File: config.mk
export PLATFORM = sky130hd
export DESIGN_NAME = vga_timing_gen
export DESIGN_NICKNAME = d
export VERILOG_FILES = /design/src/rtl/vga_timing_gen.sv
export SDC_FILE = /design/constraint.sdc
export NUM_CORES = 1
export LEC_CHECK = 0
export CORE_ASPECT_RATIO = 2
export CORE_UTILIZATION = 45
export CTS_CLUSTER_SIZE = 25
export DETAILED_ROUTE_END_ITERATION = 8
export PLACE_DENSITY = 0.79
export SETUP_SLACK_MARGIN = 0.1
export SLEW_MARGIN = 5
export SYNTH_ARGS = -nofsm -noshare
export SYNTH_HDL_FRONTEND = slang
export SYNTH_SLANG_ARGS = --single-unit
File: constraint.sdc
create_clock -name pixel_clk_25 -period 4.3 [get_ports pixel_clk_25]
set_input_delay 0.86 -clock pixel_clk_25 [delete_from_list [all_inputs] [get_ports pixel_clk_25]]
set_output_delay 0.86 -clock pixel_clk_25 [all_outputs]
set_load 0.05 [all_outputs]
File: src/rtl/vga_timing_gen.sv
// rtl/vga_timing_gen.sv - parametrised VGA raster timing generator with registered outputs
// Optional 8-bit frame counter output: define VGA_TG_FRAME_CNT_EN.
module vga_timing_gen #(
  parameter int unsigned H_VIS  = 640,
  parameter int unsigned H_FP   = 16,
  parameter int unsigned H_SYNC = 96,
  parameter int unsigned H_BP   = 48,
  parameter int unsigned V_VIS  = 480,
  parameter int unsigned V_FP   = 10,
  parameter int unsigned V_SYNC = 2,
  parameter int unsigned V_BP   = 33,
  parameter logic        HS_POL = 1'b0,
  parameter logic        VS_POL = 1'b0,
  parameter int unsigned CW     = 10
) (
  input  logic          pixel_clk_25,
  input  logic          reset,
  input  logic          en,
  output logic          hsync,
  output logic          vsync,
  output logic          vid_active,
  output logic [CW-1:0] x_pos,
  output logic [CW-1:0] y_pos,
  output logic          line_start,
  output logic          frame_start
`ifdef VGA_TG_FRAME_CNT_EN
  ,
  output logic [7:0]    frame_cnt
`endif
);

  localparam int unsigned H_TOTAL   = H_VIS + H_FP + H_SYNC + H_BP;
  localparam int unsigned V_TOTAL   = V_VIS + V_FP + V_SYNC + V_BP;
  localparam int unsigned HS_START  = H_VIS + H_FP;
  localparam int unsigned HS_END    = HS_START + H_SYNC;
  localparam int unsigned VS_START  = V_VIS + V_FP;
  localparam int unsigned VS_END    = VS_START + V_SYNC;
  localparam int unsigned MAX_TOTAL = 1 << CW;
  localparam logic [CW-1:0] H_LAST  = CW'(H_TOTAL - 1);
  localparam logic [CW-1:0] V_LAST  = CW'(V_TOTAL - 1);

  if (H_FP == 0 || H_SYNC == 0 || H_BP == 0 || V_FP == 0 || V_SYNC == 0 || V_BP == 0 ||
      H_TOTAL > MAX_TOTAL || V_TOTAL > MAX_TOTAL) begin : g_bad_cfg
    $error("vga_timing_gen: zero porch/sync width or total exceeds counter range");
  end

  logic [CW-1:0] r_h_cnt;
  logic [CW-1:0] r_v_cnt;
  logic [CW-1:0] r_x_pos;
  logic [CW-1:0] r_y_pos;
  logic          r_hsync;
  logic          r_vsync;
  logic          r_vid_active;
  logic          r_line_start;
  logic          r_frame_start;

  logic [31:0]   w_h_ext;
  logic [31:0]   w_v_ext;
  logic          w_h_last;
  logic          w_v_last;
  logic          w_h_zero;
  logic          w_v_zero;
  logic          w_hs_act;
  logic          w_vs_act;
  logic          w_vid;

  // Compare in 32 bits so visible/sync bounds up to 2^CW stay exact.
  assign w_h_ext  = 32'(r_h_cnt);
  assign w_v_ext  = 32'(r_v_cnt);
  assign w_h_last = (r_h_cnt == H_LAST);
  assign w_v_last = (r_v_cnt == V_LAST);
  assign w_h_zero = (r_h_cnt == '0);
  assign w_v_zero = (r_v_cnt == '0);
  assign w_hs_act = (w_h_ext >= HS_START) && (w_h_ext < HS_END);
  assign w_vs_act = (w_v_ext >= VS_START) && (w_v_ext < VS_END);
  assign w_vid    = (w_h_ext < H_VIS) && (w_v_ext < V_VIS);

  always_ff @(posedge pixel_clk_25 or posedge reset) begin
    if (reset) begin
      r_h_cnt       <= '0;
      r_v_cnt       <= '0;
      r_x_pos       <= '0;
      r_y_pos       <= '0;
      r_hsync       <= ~HS_POL;
      r_vsync       <= ~VS_POL;
      r_vid_active  <= 1'b0;
      r_line_start  <= 1'b0;
      r_frame_start <= 1'b0;
    end else begin
      r_line_start  <= 1'b0;
      r_frame_start <= 1'b0;
      if (en) begin
        r_h_cnt <= w_h_last ? '0 : r_h_cnt + CW'(1);
        if (w_h_last) begin
          r_v_cnt <= w_v_last ? '0 : r_v_cnt + CW'(1);
        end
        // Outputs describe the pixel the counters point at before this edge.
        r_x_pos       <= r_h_cnt;
        r_y_pos       <= r_v_cnt;
        r_hsync       <= w_hs_act ? HS_POL : ~HS_POL;
        r_vsync       <= w_vs_act ? VS_POL : ~VS_POL;
        r_vid_active  <= w_vid;
        r_line_start  <= w_h_zero;
        r_frame_start <= w_h_zero && w_v_zero;
      end
    end
  end

  assign hsync       = r_hsync;
  assign vsync       = r_vsync;
  assign vid_active  = r_vid_active;
  assign x_pos       = r_x_pos;
  assign y_pos       = r_y_pos;
  assign line_start  = r_line_start;
  assign frame_start = r_frame_start;

`ifdef VGA_TG_FRAME_CNT_EN
  logic [7:0] r_frame_cnt;

  always_ff @(posedge pixel_clk_25 or posedge reset) begin
    if (reset) begin
      r_frame_cnt <= 8'd0;
    end else if (en && w_h_zero && w_v_zero) begin
      r_frame_cnt <= r_frame_cnt + 8'd1;
    end
  end

  assign frame_cnt = r_frame_cnt;
`endif

endmodule

==> metrics.txt <==
Setup Viol. Count Final 0; die height 98.83 um; M1 WL 1.616 mm; TritonRoute pass-1 iters 4; Die X 50.42 um; Setup TNS 0 ns; Worst Setup End Kind flip-flop; syn_nets 187; number of I/O pins 28; synthesized cell area 2110 um^2; Nets 210; layout cell share with drive strength beyond 1 18.72%; total clock buffers created by CTS 5; Clock transition at path regs 0.08 ns; CP Cell Sequence clkdlybuf4s50_1, and4_1, nand4_2, or3_1, a22oi_1; Syn Inst Count 179; synth top area cells dfrtp_1 51%, mux2_2 11%, ha_1 3.0%, xnor2_1 2.9%, dfstp_2 2.5%; die area 4982 um^2; Root Buffer clkbuf_8; post-CTS setup buffer count 0; Sink Count 45; Critical Path Slowest Stage Cell clkdlybuf4s50_1; Max Freq 0.3637 GHz; Seq/Total Area, Yosys 53.50%; Place WS 1.206 ns; VDD IR-drop max 0.2622 mV; core area 4424 um^2; antenna violations before repair 0; status completed; Worst path max stage delay 0.97 ns; DP HPWL 2.920 mm; Post-DRT Antenna Nets 0; kind of critical path in -> reg; CP top delay family buffers and inverters; commonest non-fill, non-tap cells in the layout 43 x dfrtp_1, 27 x clkdlybuf4s50_1, 21 x mux2_2, 11 x nor2_1, 10 x nand2_1; commonest non-fill, non-tap cell in the layout dfrtp_1; H-tree depth 2; total instance count after detailed placement 249; Synth Flop Type dfrtp_1; CP max FO 20; crit share post-route 63.94%; syn avg cell area 11.79 um^2; # DRC 0; grt ovf 0; met2 wire len 2.183 mm; EDFF count, synth 0; WL/cell 15.71 um; Post-synth ARST share 100.0%; routability cong. 0.9281; unrepaired setup endpoints after global routing no; worst rel slew slack 48.24%; CTS tree done; gr usage total 18.51%; critical path buffer and inverter count 1; Yosys reg bits 45; Fin. Hold Viols 0; worst skew pair latency 0.30 ns; PwrDens 437.1 nW/um^2; Inserted Diodes 0; Routed met3 length 123 um; Initial DRC Count 40; warnings from Yosys 0; Post-CTS Resized 0; worst hold slack 0.4963 ns; final setup margin 1.551 ns; initial core utilization 47.68%; synth unique cells 41; fin crit period 2.749 ns; row count 34; vias in the first global route 1408; worst slew pin tran 0.7740 ns; Placed Area 2382 um^2; vias per cell 5.553; IO buf count 27; WP data required 4.51 ns; Worst setup SP type input port; CTS Buffer Depth 2; pin count of the biggest net entering global routing 33; Max Cap Viol 0; P_leak 1.119 nW; skew final 0.005621 ns; # hold bufs at CTS 0; total wire length 4.037 mm; Finished Cell Area 2465 um^2; Worst Path Arrival 2.96 ns; area delta synth->final 16.84%; first-pass GRT wire length 6.900 mm; leading area contributor after synthesis dfrtp_1; non-filler cells, final 257; routed via count 1427; Highest Signal Layer met4; top cell type's share of synthesized area 51.01%; Hold WC Path Type reg -> reg; Slew Viols, Final 0
## kinds of logic (layout without fill, tap and decap cells)
family / Yosys count / after routing / share of synthesized area, %
buffers and inverters: 22 / 46 / 5.397
flip-flops: 45 / 45 / 53.50
AO/OA/AOI/OAI: 18 / 18 / 5.339
AND/OR/NAND/NOR: 57 / 57 / 16.96
adder cells (fa/ha/maj): 5 / 5 / 2.966
XOR/XNOR: 10 / 10 / 4.152
multiplexers: 22 / 22 / 11.68
## final timing paths
path / start / end / slack, ns / cells past startpoint
worst min register to register: hsync / hsync / 0.50 / 2
min in group asynchronous: reset / y_pos[7] / 0.89 / 2
worst max-delay path: en / r_v_cnt[9] / 1.55 / 5
worst min-delay path: hsync / hsync / 0.50 / 2
max in group asynchronous: reset / hsync / 2.60 / 3
worst max register to register: r_h_cnt[1] / r_v_cnt[9] / 2.58 / 5
## metal layers
layer / GRT usage (%) / vias to the layer above
li1: - / 677
met1: 20.81 / 708
met2: 31.79 / 32
met3: 3.549 / 10
met4: 10.26 / 0
met5: 0 / -
## report_power, final
group / internal, W / switching, W / total [W] / leakage [nW]
registers: 0.000477 / 0.0000713 / 0.000549 / 0.560
logic: 0.000112 / 0.000172 / 0.000283 / 0.513
clock network: 0.000113 / 0.000133 / 0.000246 / 0.0450
total: 0.000701 / 0.000376 / 0.00108 / 1.12
## sequential cells by signal, indices dropped and copies added, names as in the netlist
register / count
r_h_cnt: 10
r_v_cnt: 10
x_pos: 10
y_pos: 10
frame_start: 1
hsync: 1
line_start: 1
vid_active: 1
vsync: 1
## cell usage after synthesis, drive strengths merged, types with 2 or more instances
library cell	number
nand4	6
nor4b	4
ha	5
nor4	2
nor3	2
o31ai	2
a21oi	4
clkbuf	3
nand2	10
o21ai	5
dfrtp	43
mux2	21
dfstp	2
buf	10
nor2	11
nand3	6
xnor2	7
xor2	3
and4	4
and3	5
inv	9
## cell type report
type                    instances  area (um^2)
clock buffers                   6        72.57
clock inverters                 2        10.01
fillers                       393         1959
inverters                       9        33.78
multi-input cells             112        867.1
flip-flops and latches         45         1129
well taps                      54        67.56
repair buffers                 29        285.3
## metrics by stage
stage               util [%]  power (W)
CTS                    55.71   0.001090
finish                 55.71   0.001077
floorplan                  -  0.0007664
global route           55.71   0.001137
global placement       53.85  0.0008394
detailed placement     53.85  0.0008435
## tightest hold or removal path, stage by stage (launching register included)
cell and delay, ns:
dfstp_2 0.37, nor2_1 0.08, a21oi_1 0.05
(Power assumes the default switching activity.)
